==> src/rtl/adc_stream_scheduler.sv <==
// Round-robin burst scheduler that drives the one-hot select of the 16-way ADC stream mux.
// Grants one channel for a fixed number of handshaked beats, with a dead cycle between grants.
module adc_stream_scheduler #(
  parameter int NUM_CH         = 16,
  parameter int TIMEOUT_CYCLES = 1024,
  parameter int CNT_W          = 16
) (
  input  logic              clk,
  input  logic              resetn,
  input  logic              run,
  input  logic [NUM_CH-1:0] enable_mask,
  input  logic [CNT_W-1:0]  burst_len,
  input  logic [NUM_CH-1:0] ch_tvalid,
  input  logic              beat_valid,
  input  logic              beat_ready,
  output logic [NUM_CH-1:0] select_out,
  output logic [3:0]        grant_idx,
  output logic              busy,
  output logic              timeout_pulse,
  output logic [15:0]       timeout_count
);

  localparam int IDLE_W = $clog2(TIMEOUT_CYCLES) + 1;
  localparam logic [IDLE_W-1:0] IDLE_LAST = IDLE_W'(TIMEOUT_CYCLES - 1);

  typedef enum logic [1:0] {IDLE, ARB, XFER, GAP} state_t;

  state_t              state_q, state_d;
  logic [NUM_CH-1:0]   select_d;
  logic [3:0]          grant_d;
  logic                busy_d, pulse_d;
  logic [15:0]         tcount_d;
  logic [CNT_W-1:0]    len_q, len_d, beat_cnt_q, beat_cnt_d;
  logic [IDLE_W-1:0]   idle_cnt_q, idle_cnt_d;

  logic                hit;
  logic [3:0]          hit_idx, cand;
  logic                beat;

  assign beat = beat_valid & beat_ready;

  // Search starts one past the last grant so every requester gets a turn.
  always_comb begin
    hit     = 1'b0;
    hit_idx = grant_idx;
    cand    = grant_idx;
    for (int k = 1; k <= NUM_CH; k++) begin
      cand = grant_idx + 4'(k);
      if (!hit && enable_mask[cand] && ch_tvalid[cand]) begin
        hit     = 1'b1;
        hit_idx = cand;
      end
    end
  end

  always_comb begin
    state_d    = state_q;
    select_d   = select_out;
    grant_d    = grant_idx;
    pulse_d    = 1'b0;
    tcount_d   = timeout_count;
    len_d      = len_q;
    beat_cnt_d = beat_cnt_q;
    idle_cnt_d = idle_cnt_q;
    case (state_q)
      IDLE: begin
        select_d = '0;
        if (run && |enable_mask) state_d = ARB;
      end
      ARB: begin
        select_d = '0;
        if (!run) begin
          state_d = IDLE;
        end else if (hit) begin
          state_d    = XFER;
          select_d   = NUM_CH'(1) << hit_idx;
          grant_d    = hit_idx;
          len_d      = (burst_len == '0) ? CNT_W'(1) : burst_len;
          beat_cnt_d = '0;
          idle_cnt_d = '0;
        end
      end
      XFER: begin
        if (beat) begin
          beat_cnt_d = beat_cnt_q + CNT_W'(1);
          idle_cnt_d = '0;
          if (beat_cnt_q + CNT_W'(1) == len_q) begin
            state_d  = GAP;
            select_d = '0;
          end
        end else if (idle_cnt_q == IDLE_LAST) begin
          state_d  = GAP;
          select_d = '0;
          pulse_d  = 1'b1;
          if (timeout_count != 16'hFFFF) tcount_d = timeout_count + 16'd1;
        end else begin
          idle_cnt_d = idle_cnt_q + IDLE_W'(1);
        end
      end
      GAP: begin
        select_d = '0;
        state_d  = (run && |enable_mask) ? ARB : IDLE;
      end
      default: begin
        state_d  = IDLE;
        select_d = '0;
      end
    endcase
    busy_d = (state_d == XFER);
  end

  always_ff @(posedge clk) begin
    if (!resetn) begin
      state_q       <= IDLE;
      select_out    <= '0;
      grant_idx     <= 4'd15;
      busy          <= 1'b0;
      timeout_pulse <= 1'b0;
      timeout_count <= '0;
      len_q         <= CNT_W'(1);
      beat_cnt_q    <= '0;
      idle_cnt_q    <= '0;
    end else begin
      state_q       <= state_d;
      select_out    <= select_d;
      grant_idx     <= grant_d;
      busy          <= busy_d;
      timeout_pulse <= pulse_d;
      timeout_count <= tcount_d;
      len_q         <= len_d;
      beat_cnt_q    <= beat_cnt_d;
      idle_cnt_q    <= idle_cnt_d;
    end
  end

endmodule

==> config.mk <==
export PLATFORM = sky130hd
export DESIGN_NAME = adc_stream_scheduler
export DESIGN_NICKNAME = d
export VERILOG_FILES = /design/src/rtl/adc_stream_scheduler.sv
export SDC_FILE = /design/constraint.sdc
export NUM_CORES = 1
export LEC_CHECK = 0
export BUFFER_PORTS_ARGS = -buffer_cell sky130_fd_sc_hd__buf_2
export CAP_MARGIN = 40
export CORE_AREA = 2 2 134 136
export DETAILED_ROUTE_END_ITERATION = 12
export DIE_AREA = 0 0 136 138
export GPL_TIMING_DRIVEN = 0
export MAX_ROUTING_LAYER = met4
export PLACE_DENSITY = 0.63
export SKIP_CTS_REPAIR_TIMING = 1
export SLEW_MARGIN = 20
export SYNTH_ARGS = -nofsm -noshare
export SYNTH_HDL_FRONTEND = slang
export SYNTH_SLANG_ARGS = --single-unit
==> constraint.sdc <==
create_clock -name clk -period 8.46 [get_ports clk]
set_input_delay 0.423 -clock clk [delete_from_list [all_inputs] [get_ports clk]]
set_output_delay 0.423 -clock clk [all_outputs]
set_load 0.03 [all_outputs]
Word-level counts from Yosys, hierarchy flattened

Cells that the tools add are included.

Flip-flop bits (word level): 83
Input port bits: 53
Output and inout port bits: 38
Word-level logic and storage cells: 240

Add/subtract/negate cells: 18
Order comparisons: 16
Equality and inequality tests: 13
Shift operators: 1
Muxes and demuxes: 121
Bitwise logic cells: 4
Reductions and logical operators: 58

Operators with widths:

| kind                  | number |
|---|---|
| $mux 16               | 9 |
| $bmux 1 s4            | 32 |
| $lt 4x5->1 const B    | 16 |
| $mux 4                | 16 |
| $mux 1                | 50 |
| $pmux 16 s3           | 1 |
| $mux 11               | 4 |
| $add 16x1->16 const B | 2 |
| $add 4x4->4 const B   | 8 |
| $logic_and 1x1->1     | 32 |
| $pmux 16 s2           | 1 |
| $pmux 11 s2           | 1 |
| $add 4x3->4 const B   | 4 |
| $eq 16x16->1          | 1 |
| $logic_not 16->1      | 1 |
| $ne 16x16->1 const B  | 1 |
| $reduce_or 16->1      | 1 |
| $shl 1x4->16 const A  | 1 |
| $logic_not 1->1       | 15 |
| $mux 2                | 6 |
| $reduce_and 4->1      | 3 |
| $add 11x1->11 const B | 1 |
| $eq 11x10->1 const B  | 1 |
| $ne 3x3->1 const B    | 3 |
| other kinds (14)      | 21 |

Logic depth before layout (Yosys ltp)

Gate-level depths: netlist of run 1.

Depth in word-level cells: 69
Depth in mapped cells: 20
Depth with buffers taken out: 13

Worst setup path after synthesis of run 1

Ideal clock, no wire load.

Path type: register to register
Start: register grant_idx[1]
End: register select_out[2]
Setup time: 0.117 ns
Data arrival time: 4.299 ns
Data required time: 8.343 ns
Setup slack: 4.043 ns
Cell stages (with the launch flop): 18
Path buffers: 5
Period minus slack after synthesis: 4.417 ns
Path through: dfxtp_1 -> inv_1 -> clkbuf_1 -> ha_1 -> buf_4 -> buf_6 -> buf_4 -> o21ai_0 -> mux4_2 -> mux2i_1 -> nor3b_4 -> and3_1 -> buf_4 -> a32o_1 -> a31oi_1 -> o31a_4 -> and3_4 -> a32o_1

Longest elaborated chain between the ends: 69
Elaborated cells on any way between the ends: 161
Those cells by class: add/sub (15); shift (1); mux (99); reduce/logical (46)

Ends and longest elaborated chain:

| what                            | RTL line | RTL |
|---|---|---|
| from (decl)                     | 17       | `output logic [3:0] grant_idx,` |
| from (signal assigned)          | 126      | `grant_idx <= grant_d;` |
| $add 4x1->4                     | 48       | `cand = grant_idx + 4'(k);` |
| $bmux 1 s4                      | 49       | `if (!hit && enable_mask[cand] && ch_tvalid[cand]) begin` |
| $mux 1 (implied by the code)    | 49       |  |
| $logic_and 1x1->1               | 49       |  |
| $mux 1                          | 49       |  |
| $logic_not 1->1                 | 49       |  |
| $logic_and 1x1->1 (2 in series) | 49       |  |
| $mux 1                          | 49       |  |
| [... 51 more ...]               | -        |  |
| $mux 1                          | 49       |  |
| $logic_not 1->1                 | 49       |  |
| $logic_and 1x1->1 (2 in series) | 49       |  |
| $mux 4                          | 49       |  |
| $shl 1x4->16                    | 76       | `select_d = NUM_CH'(1) << hit_idx;` |
| $mux 16 *                       | 74       | `end else if (hit) begin` |
| $mux 16 *                       | 72       | `if (!run) begin` |
| $pmux 16 s3 *                   | 65       | `case (state_q)` |
| to (signal assigned)            | 125      | `select_out <= select_d;` |
| to (decl)                       | 16       | `output logic [NUM_CH-1:0] select_out,` |

Mark *: on every way between the ends. The rest lies on a longest branch, timed or not. The select of a mux whose other input is x is not followed.
A chain may end at the register's enable or synchronous reset.

Worst setup path after layout of run 1

Start: register grant_idx[1]
End: register beat_cnt_q[11]

Longest elaborated chain between the ends: 67
Elaborated cells on any way between the ends: 143
Those cells by class: add/sub (15); eq/ne (1); mux (80); reduce/logical (47)

Ends and longest elaborated chain:

| what                                | RTL line | RTL |
|---|---|---|
| $add 4x1->4                         | 48       |  |
| $bmux 1 s4                          | 49       |  |
| $mux 1 (implied by the code)        | 49       |  |
| $logic_and 1x1->1                   | 49       |  |
| $mux 1                              | 49       |  |
| $logic_not 1->1                     | 49       |  |
| $logic_and 1x1->1 (2 in series)     | 49       |  |
| $mux 1                              | 49       |  |
| [... 48 more ...]                   | -        |  |
| $logic_not 1->1                     | 49       |  |
| $logic_and 1x1->1 (2 in series)     | 49       |  |
| $mux 1                              | 49       |  |
| $logic_not 1->1                     | 49       |  |
| $logic_and 1x1->1 (2 in series)     | 49       |  |
| $mux 1 *                            | 49       |  |
| $ne 2x2->1 (no source line) *       | -        |  |
| $reduce_and 4->1 (no source line) * | -        |  |
| to (signal assigned)                | 131      | `beat_cnt_q <= beat_cnt_d;` |
| to (decl)                           | 33       | `logic [CNT_W-1:0] len_q, len_d, beat_cnt_q, beat_cnt_d;` |

Marked as above.

==> qor_table.md, run 1 <==
| Parameter | Value |
| --- | --- |
| Largest stage delay on the critical path | 0.57 ns |
| Total global routing track utilization | 0.229 |
| RSZ-0062 raised after global routing | false |
| Final TNS setup | 0 ns |
| Effective utilization at floorplan | 0.388 |
| Global-route met1 utilization | 0.300 |
| Fraction of layout instances using a drive strength above 1 | 0.206 |
| Number of pins exceeding their max-slew limit in the final report | 0 |
| Ys Warns | 0 |
| Final Non-Filler Cells | 1,164 |
| First-pass GRT wire length | 33.4 mm |
| Vias | 6,865 |
| Yosys reg bits | 83 |
| Buffers on Ports | 90 |
| Library cell appearing most often on the critical path | sky130_fd_sc_hd__buf_4 |
| Busiest layer in global routing | met2 |
| Share of the core filled with cells in the final layout | 0.449 |
| Category of the critical setup timing path | reg2reg |
| H-tree Lvls | 3 |
| Final worst clock skew | 0.0104 ns |
| Critical-path cell with the highest stage delay | sky130_fd_sc_hd__dfxtp_1 |
| Hold crit path type | in2reg |
| Power per unit of standard cell area | 192 nW/µm² |
| Static leakage | 3.02 nW |
| Average instance area after synthesis | 8.21 µm² |
| CP arrival | 5.74 ns |
| Min Clock Period, post-route | 5.47 ns |
| Total gr overflow | 0 |
| Dominant register cell in the synthesized netlist | sky130_fd_sc_hd__dfxtp_1 |
| Area of the core | 17,500 µm² |
| Critical path required time | 8.73 ns |
| Grt met3 use | 0.0447 |
| Die area | 18,800 µm² |
| Net count of the finished layout | 993 |
| Final count of negative-setup-slack endpoints | 0 |
| PnR worst setup slack | 2.99 ns |
| Number of global-route vias before repair | 6,410 |
| Post-Syn Area | 6800 µm² |
| Kind of start point of the critical path | flip-flop |
| Pre-CTS WS | 3.11 ns |
| Number of vias per cell after detailed routing | 5.90 |
| Count of antenna diodes in the layout | 0 |
| Number of standard cells after synthesis | 829 |
| Critical path peak fanout | 13 |
| Max-slew headroom | 0.442 |
| I/O pins | 91 |
| Most common library cell in the layout ignoring fill and taps | sky130_fd_sc_hd__nand2_1 |
| Num CTS Buffers | 9 |
| Final routed DRC violation total | 0 |
| Cell count after placement | 1,148 |
| Critical Path, Cell by Cell | inv_1 > clkbuf_1 > ha_1 > buf_4 > buf_6 > buf_4 > o21ai_0 > mux4_2 > mux2i_1 > nor3b_4 > and3_1 > buf_4 > nand3_1 > o21a_1 > buf_2 > nor2_1 > o21ai_0 > a21oi_1 |
| Detailed-route wire length per cell | 18.0 µm |
| Final antenna-violating net count | 0 |
| Grt met2 use | 0.350 |
| Kind of end point of the critical path | flip-flop |
| Clock latency reported for the late side of the worst-skew pair | 0.35 ns |
| Status | finished, final reports clean |
| Final design area excluding fillers | 7880 µm² |
| Routability congestion estimate from global placement | 0.927 |
| Number of max-capacitance violations reported | 0 |
| Post-layout total power | 1.51 mW |
| TritonCTS clock tree | built |
| Antenna violations before repair | 0 |
| Post-synth EDFFs | 0 |
| Most frequent cells in the layout | sky130_fd_sc_hd__nand2_1 (127), sky130_fd_sc_hd__buf_2 (99), sky130_fd_sc_hd__dfxtp_1 (83), sky130_fd_sc_hd__nor2_1 (61), sky130_fd_sc_hd__a21oi_1 (53) |
| Clock root buffer | sky130_fd_sc_hd__clkbuf_16 |
| Area delta synth->final | 15.9% |
| Number of buffers between clock root and the deepest sink | 2 |
| Worst hold-check slack | 0.323 ns |
| Net count after synthesis | 892 |
| Starting DRT DRC Count | 444 |
| Count of final hold-check violations | 0 |
| Die extent in y | 138 µm |
| Drt pass-1 iters | 6 |
| Final critical-path share of the clock period | 0.647 |
| TritonCTS sink count | 83 |
| Largest net degree at the start of global routing | 16 |
| IR Drop Worst-Case VDD | 0.126 mV |
| Worst slew pin tran | 0.830 ns |
| Highest Clock Rate | 183 MHz |
| Proportion of synthesized flip-flops having asynchronous set or reset | 0 |
| Die Width | 136 µm |
| Distinct cell type count after synthesis | 89 |
| Placed Instance Area | 7550 µm² |
| Clock transition at the registers of the reported paths | 0.07 ns |
| Post-synthesis sequential area ratio | 0.244 |
| Routed Wire Length | 21.0 mm |
| Post-detail-place hpwl | 16.0 mm |
| # rows | 49 |
-- layer usage --
metal  wire length [µm]  up-vias
li1                   -     3295
met1               9320     3253
met2               9710      266
met3               1280       51
met4                673        0
met5                  0        -
-- critical path, delay by kind of cell (launching register included) --
kind,cells,cell delay [ns]
flip-flops,1,0.57
adder cells (fa/ha/maj),1,0.42
AND/OR/NAND/NOR,4,1.04
multiplexers,2,1.11
AO/OA/AOI/OAI,4,0.67
buffers and inverters,7,1.56
-- final cells by class --
class | count | area [µm²]
tap | 229 | 287
buffer | 49 | 270
fill | 1801 | 9650
clock inverter | 6 | 96.3
sequential | 83 | 1660
multi-input combinational | 686 | 4840
clock buffer | 10 | 239
inverter | 11 | 41.3
timing repair buffer | 90 | 450
-- cell families after synthesis --
family | share of synthesized area
AOI/OAI and AO/OA | 0.213
xor gates and xnor gates | 0.0679
adders and majority gates | 0.0199
buffers and inverters | 0.0458
DFF | 0.244
muxes | 0.149
and+or+nand+nor | 0.261
-- worst paths after layout --
kind	startpoint	end	slack, ns	depth (start not counted)
worst max-delay path	grant_idx[1]	beat_cnt_q[11]	2.99	18
worst min register to register	select_out[7]	select_out[7]	0.46	1
worst max register to register	grant_idx[1]	beat_cnt_q[11]	2.99	18
worst min-delay path	burst_len[12]	len_q[12]	0.32	3
-- flip-flops by register name, indices dropped and copies added, names as in the netlist --
signal,cells
state_q,2
timeout_count,16
beat_cnt_q,16
len_q,16
select_out,16
busy,1
grant_idx,4
idle_cnt_q,11
timeout_pulse,1
-- report_power, final --
part	switching, mW	internal, mW
sequential	0.00747	0.398
clock	0.172	0.270
combinational	0.406	0.257
total	0.586	0.925
-- Yosys cell counts, drive strengths merged, types with 8 or more instances --
cell | n | area share
nand2 | 129 | 0.073
dfxtp | 83 | 0.24
nor2 | 62 | 0.035
a21oi | 55 | 0.042
o21ai | 38 | 0.028
nand3 | 34 | 0.026
mux4 | 29 | 0.097
clkbuf | 25 | 0.014
nor3 | 25 | 0.019
xnor2 | 25 | 0.034
and2 | 24 | 0.022
buf | 24 | 0.026
mux2i | 24 | 0.039
xor2 | 23 | 0.033
a32o | 17 | 0.025
and3 | 15 | 0.015
or3 | 13 | 0.012
a31oi | 12 | 0.011
nor4 | 12 | 0.011
inv | 11 | 0.0061
ha | 10 | 0.018
nand4 | 10 | 0.0092
nor2b | 10 | 0.0092
o211ai | 10 | 0.011
o22ai | 10 | 0.0092
mux2 | 8 | 0.013
No activity file was read; power rests on OpenSTA's default activity.
==> run 2, diff against run 1 <==
--- a/config.mk
+++ b/config.mk
@@ -12,7 +12,7 @@
 export DIE_AREA = 0 0 136 138
 export GPL_TIMING_DRIVEN = 0
 export MAX_ROUTING_LAYER = met4
-export PLACE_DENSITY = 0.63
+export PLACE_DENSITY = 0.65
 export SKIP_CTS_REPAIR_TIMING = 1
 export SLEW_MARGIN = 20
 export SYNTH_ARGS = -nofsm -noshare
==> constraint.sdc (replaced) <==
create_clock -name clk -period 4.8 [get_ports clk]
set_input_delay 0.24 -clock clk [delete_from_list [all_inputs] [get_ports clk]]
set_output_delay 0.24 -clock clk [all_outputs]
set_load 0.03 [all_outputs]
==> run 2 against run 1 <==
Against the previous run: utilization rose by 0.74 points; sequential share of layout area fell by 0.30 points; sequential cell count did not move; non-clock buffer count rose by 4; routed wire length rose by 0.75%; largest cell class unchanged; power rose by 77%; via count rose by 0.82%; combinational power rose by 78%.
==> qor_table.md, run 2 (synthesis results as in run 1) <==
| Parameter | Value |
| --- | --- |
| Drt pass-1 iters | 5 |
| Starting DRT DRC Count | 468 |
| Clock transition at the registers of the reported paths | 0.06 ns |
| Met1 layer wirelength in the final routing | 9.18 mm |
| Fraction of layout instances using a drive strength above 1 | 0.226 |
| Cell count after placement | 1,148 |
| Reported net switching power | 1.02 mW |
| Area delta synth->final | 17.8% |
| Power per unit of standard cell area | 334 nW/µm² |
| Critical-path cell with the highest stage delay | sky130_fd_sc_hd__mux4_2 |
| Top routing layer in use | met4 |
| IR Drop Worst-Case VDD | 0.245 mV |
| Cell depth of the worst flop-to-flop path | 17 |
| Min Clock Period, post-route | 4.66 ns |
| Final critical-path share of the clock period | 0.970 |
| Antenna violations before repair | 0 |
| Number of buffers between clock root and the deepest sink | 2 |
| Buffers on Ports | 90 |
| Final routed DRC violation total | 0 |
| Design internal power | 1.66 mW |
| Total global routing track utilization | 0.230 |
| Net switching fraction of the power | 0.381 |
| Kind of end point of the critical path | flip-flop |
| CP arrival | 4.94 ns |
| Effective utilization at floorplan | 0.388 |
| Worst slew pin tran | 0.705 ns |
| TritonCTS sink count | 83 |
| Final worst clock skew | 0.0149 ns |
| Highest Clock Rate | 215 MHz |
| Startpoint of the worst hold path | burst_len[3] |
| Routed met2 length | 10.1 mm |
| Fillcell total | 1,771 |
| Most common library cell in the layout ignoring fill and taps | sky130_fd_sc_hd__nand2_1 |
| Count of final hold-check violations | 0 |
| Count of antenna diodes in the layout | 0 |
| Num CTS Buffers | 9 |
| I/O pins | 91 |
| Number of global-route vias before repair | 6,480 |
| Area of the core | 17,500 µm² |
| Routability congestion estimate from global placement | 0.956 |
| Worst hold endpoint | len_q[3] |
| Critical Path, Cell by Cell | clkinvlp_4 > clkbuf_4 > ha_2 > buf_4 > buf_6 > buf_4 > o21ai_0 > mux4_2 > mux2i_4 > nor3b_4 > nand3_2 > nor2_1 > a221oi_2 > xnor2_1 > nor2b_1 > buf_6 > a32o_1 |
| Number of vias per cell after detailed routing | 5.93 |
| # rows | 49 |
| Final Non-Filler Cells | 1,168 |
| Clock root buffer | sky130_fd_sc_hd__clkbuf_16 |
| Status | finished, final reports clean |
| Static leakage | 3.06 nW |
| Kind of start point of the critical path | flip-flop |
| Hold crit path type | in2reg |
| Share of the core filled with cells in the final layout | 0.457 |
| Max-slew headroom | 0.527 |
| Most frequent cells in the layout | sky130_fd_sc_hd__nand2_1 (126), sky130_fd_sc_hd__buf_2 (98), sky130_fd_sc_hd__dfxtp_1 (80), sky130_fd_sc_hd__nor2_1 (60), sky130_fd_sc_hd__a21oi_1 (53) |
| Number of max-capacitance violations reported | 0 |
| Category of the critical setup timing path | reg2reg |
| Portion of total power attributed to sequential cells | 0.268 |
| RSZ-0062 raised after global routing | false |
| Final antenna-violating net count | 0 |
| Share of total power in combinational logic | 0.442 |
| Largest stage delay on the critical path | 0.56 ns |
| Reg-to-Reg Start | grant_idx[1] |
| Capture point of the worst reg-to-reg path | select_out[10] |
| Final count of negative-setup-slack endpoints | 0 |
| Total length of routed met3 wires | 1.29 mm |
| Detailed-route wire length per cell | 18.1 µm |
| Die area | 18,800 µm² |
| Relative contribution of the clock network to total power | 0.290 |
| TritonCTS clock tree | built |
| Routed Wire Length | 21.1 mm |
| Clock latency reported for the late side of the worst-skew pair | 0.35 ns |
| Post-detail-place hpwl | 16.0 mm |
| Total gr overflow | 0 |
| Critical path required time | 5.08 ns |
| Die Width | 136 µm |
| Vias | 6,921 |
| H-tree Lvls | 3 |
| First-pass GRT wire length | 33.8 mm |
| Critical path peak fanout | 13 |
| Die extent in y | 138 µm |
| Slack of the worst reg-to-reg path | 0.14 ns |
| Largest net degree at the start of global routing | 15 |
| Hold path cells | 3 |
| Net count of the finished layout | 997 |
| Number of pins exceeding their max-slew limit in the final report | 0 |
| Post-layout total power | 2.67 mW |
## run 2: metrics by stage
step / setup slack, ns / hold slack, ns / TNS, ns / cell area, µm²
after CTS: -0.556 / 0.130 / -26.35 / 7880
after detailed placement: -0.535 / 0.450 / -24.97 / 7550
after global placement: -0.566 / 0.444 / -27.47 / 7540
after global routing: 0.00336 / 0.138 / 0 / 8010
after floorplan: 0.383 / 0.362 / 0 / 6800
final: 0.143 / 0.142 / 0 / 8010
## run 2: worst max-delay path by stage
stage | cells past startpoint | to | start
floorplan | 17 | select_out[2] | grant_idx[1]
global placement | 18 | beat_cnt_q[8] | grant_idx[1]
detailed placement | 18 | beat_cnt_q[2] | grant_idx[1]
CTS | 18 | beat_cnt_q[2] | grant_idx[1]
global route | 16 | grant_idx[2] | grant_idx[1]
finish | 17 | select_out[10] | grant_idx[1]
## run 2: critical path: cells and delay by family (launching register included)
| family | cells | cell delay (ns) |
|---|---|---|
| AOI/OAI and AO/OA | 3 | 0.42 |
| xor gates and xnor gates | 1 | 0.33 |
| adders and majority gates | 1 | 0.34 |
| buffers and inverters | 6 | 1.09 |
| DFF | 1 | 0.48 |
| muxes | 2 | 0.86 |
| and+or+nand+nor | 4 | 1.06 |
## run 2: final cells by class
| class | count | area, µm² | share of cell area |
|---|---|---|---|
| Timing Repair Buffer | 94 | 493 | 0.0615 |
| Clock inverter | 5 | 82.6 | 0.0103 |
| Tap cell | 229 | 287 | 0.0358 |
| Sequential cell | 83 | 1670 | 0.208 |
| Clock buffer | 11 | 253 | 0.0315 |
| Multi-Input combinational cell | 686 | 4900 | 0.612 |
| Inverter | 11 | 45.0 | 0.00562 |
| Buffer | 49 | 283 | 0.0353 |
## run 2: power groups by stage
stage / registers [mW] / clock network [mW] / logic (mW)
2_1_floorplan: 0.739 / 0 / 0.843
3_3_place_gp: 0.731 / 0 / 1.14
3_5_place_dp: 0.731 / 0 / 1.14
4_1_cts: 0.715 / 0.790 / 1.14
5_1_grt: 0.717 / 0.818 / 1.27
6_report: 0.716 / 0.775 / 1.18
## run 2: metal layers
| layer | vias up | global-route usage |
|---|---|---|
| met1 | 3304 | 0.297 |
| met4 | 0 | 0.0773 |
| met3 | 41 | 0.0403 |
| met2 | 265 | 0.363 |
| met5 | - | - |
| li1 | 3311 | - |
==> run 3, diff against run 2 <==
==> constraint.sdc (replaced) <==
create_clock -name clk -period 4.8 [get_ports clk]
set_input_delay 0 -clock clk [delete_from_list [all_inputs] [get_ports clk]]
set_output_delay 0 -clock clk [all_outputs]
set_load 0.03 [all_outputs]
==> run 3 against run 2 <==
Against the previous run: clock power is essentially flat; via count grew 1.1%; design area grew 2.1%; global-route usage is the same; power grew 0.50%; combinational power is essentially flat; sequential power is essentially flat; clock skew shrank 0.0017 ns; critical path depth is the same; routed wire length grew 1.2%; critical path type unchanged; highest routed layer unchanged.
==> qor_table.md, run 3 (synthesis results as in run 1) <==
| Parameter | Value |
| --- | --- |
| Status | finished, final reports clean |
| Count of antenna diodes in the layout | 0 |
| # rows | 49 |
| Number of max-capacitance violations reported | 0 |
| Final routed DRC violation total | 0 |
| Design internal power | 1.66 mW |
| Area of the core | 17,500 µm² |
| Effective utilization at floorplan | 0.388 |
| TritonCTS clock tree | built |
| Clock root buffer | sky130_fd_sc_hd__clkbuf_16 |
| Final TNS setup | 0 ns |
| Portion of total power attributed to sequential cells | 0.266 |
| Number of buffers between clock root and the deepest sink | 2 |
| Count of final hold-check violations | 0 |
| Number of vias per cell after detailed routing | 5.91 |
| Net switching fraction of the power | 0.381 |
| Final critical-path share of the clock period | 0.970 |
| Final antenna-violating net count | 0 |
| Placed Instance Area | 7550 µm² |
| Worst hold-check slack | 0.186 ns |
| Most frequent cells in the layout | sky130_fd_sc_hd__nand2_1 (126), sky130_fd_sc_hd__buf_2 (98), sky130_fd_sc_hd__dfxtp_1 (80), sky130_fd_sc_hd__nor2_1 (60), sky130_fd_sc_hd__a21oi_1 (53) |
| Worst slew pin tran | 0.706 ns |
| Critical path peak fanout | 13 |
| Max-slew headroom | 0.526 |
| Power per unit of standard cell area | 329 nW/µm² |
| PnR worst setup slack | 0.142 ns |
| Drt pass-1 iters | 8 |
| Clock latency reported for the late side of the worst-skew pair | 0.35 ns |
| Most common library cell in the layout ignoring fill and taps | sky130_fd_sc_hd__nand2_1 |
| Total global routing track utilization | 0.230 |
| CP arrival | 4.94 ns |
| Kind of end point of the critical path | flip-flop |
| Reported net switching power | 1.02 mW |
| Starting DRT DRC Count | 477 |
| Area delta synth->final | 20.3% |
| Share of the core filled with cells in the final layout | 0.467 |
| Kind of start point of the critical path | flip-flop |
| Die Width | 136 µm |
| Clock transition at the registers of the reported paths | 0.06 ns |
| Num CTS Buffers | 9 |
| Die area | 18,800 µm² |
| Net count of the finished layout | 1,014 |
| Buffers on Ports | 90 |
| Final count of negative-setup-slack endpoints | 0 |
| Fraction of layout instances using a drive strength above 1 | 0.222 |
| TritonCTS sink count | 83 |
| IR Drop Worst-Case VDD | 0.247 mV |
| Min Clock Period, post-route | 4.66 ns |
| Share of total power in combinational logic | 0.445 |
| Relative contribution of the clock network to total power | 0.289 |
| Number of global-route vias before repair | 6,480 |
| Total gr overflow | 0 |
| Antenna violations before repair | 0 |
| Routability congestion estimate from global placement | 0.956 |
| Category of the critical setup timing path | reg2reg |
| Static leakage | 3.13 nW |
| Final design area excluding fillers | 8180 µm² |
| Final Non-Filler Cells | 1,185 |
| Pre-CTS WS | -0.535 ns |
| Die extent in y | 138 µm |
| Critical path required time | 5.08 ns |
| H-tree Lvls | 3 |
| First-pass GRT wire length | 33.8 mm |
| RSZ-0062 raised after global routing | false |
| Routed Wire Length | 21.4 mm |
| Vias | 7,000 |
| Post-detail-place hpwl | 16.0 mm |
| I/O pins | 91 |
| Largest net degree at the start of global routing | 15 |
| Post-layout total power | 2.69 mW |
| Final worst clock skew | 0.0132 ns |
| Highest Clock Rate | 215 MHz |
| Detailed-route wire length per cell | 18.1 µm |
| Cell count after placement | 1,148 |
| Number of pins exceeding their max-slew limit in the final report | 0 |
| Hold crit path type | in2reg |
## run 3: path summary, 6_finish.rpt
check	from	to	slack (ns)	cells past startpoint
max	grant_idx[1]	select_out[10]	0.14	17
min	run	grant_idx[1]	0.19	4
max reg2reg	grant_idx[1]	select_out[10]	0.14	17
min reg2reg	select_out[8]	select_out[8]	0.46	1
## run 3: cell type report
cell class,count,area [µm²]
Buffer,49,283
Sequential cell,83,1670
Tap cell,229,287
Clock buffer,11,253
Timing Repair Buffer,111,663
Clock inverter,5,82.6
Fill cell,1756,9350
Inverter,11,45.0
Multi-Input combinational cell,686,4900
## run 3: per-layer routing
layer / vias to the layer above / share of wire / track usage
met3: 45 / 0.059 / 0.0403
met2: 269 / 0.48 / 0.363
li1: 3343 / - / -
met5: - / 0 / -
met1: 3343 / 0.44 / 0.297
met4: 0 / 0.025 / 0.0773
## run 3: power by group through the flow
stage                     Combinational, mW  Clock (mW)  Sequential, mW
after floorplan                       0.843           0           0.739
final                                  1.20       0.776           0.716
after detailed placement               1.14           0           0.731
after global routing                   1.28       0.820           0.717
after global placement                 1.14           0           0.731
after CTS                              1.14       0.790           0.715
## run 3: critical path, cell delays in order (launching register included)
cell and delay, ns:
sky130_fd_sc_hd__dfxtp_2 0.48, sky130_fd_sc_hd__clkinvlp_4 0.17, sky130_fd_sc_hd__clkbuf_4 0.25, sky130_fd_sc_hd__ha_2 0.34
sky130_fd_sc_hd__buf_4 0.18, sky130_fd_sc_hd__buf_6 0.16, sky130_fd_sc_hd__buf_4 0.19, sky130_fd_sc_hd__o21ai_0 0.14
sky130_fd_sc_hd__mux4_2 0.56, sky130_fd_sc_hd__mux2i_4 0.30, sky130_fd_sc_hd__nor3b_4 0.32, sky130_fd_sc_hd__nand3_2 0.23
sky130_fd_sc_hd__nor2_1 0.29, sky130_fd_sc_hd__a221oi_2 0.12, sky130_fd_sc_hd__xnor2_1 0.33, sky130_fd_sc_hd__nor2b_1 0.21
sky130_fd_sc_hd__buf_6 0.15, sky130_fd_sc_hd__a32o_1 0.17
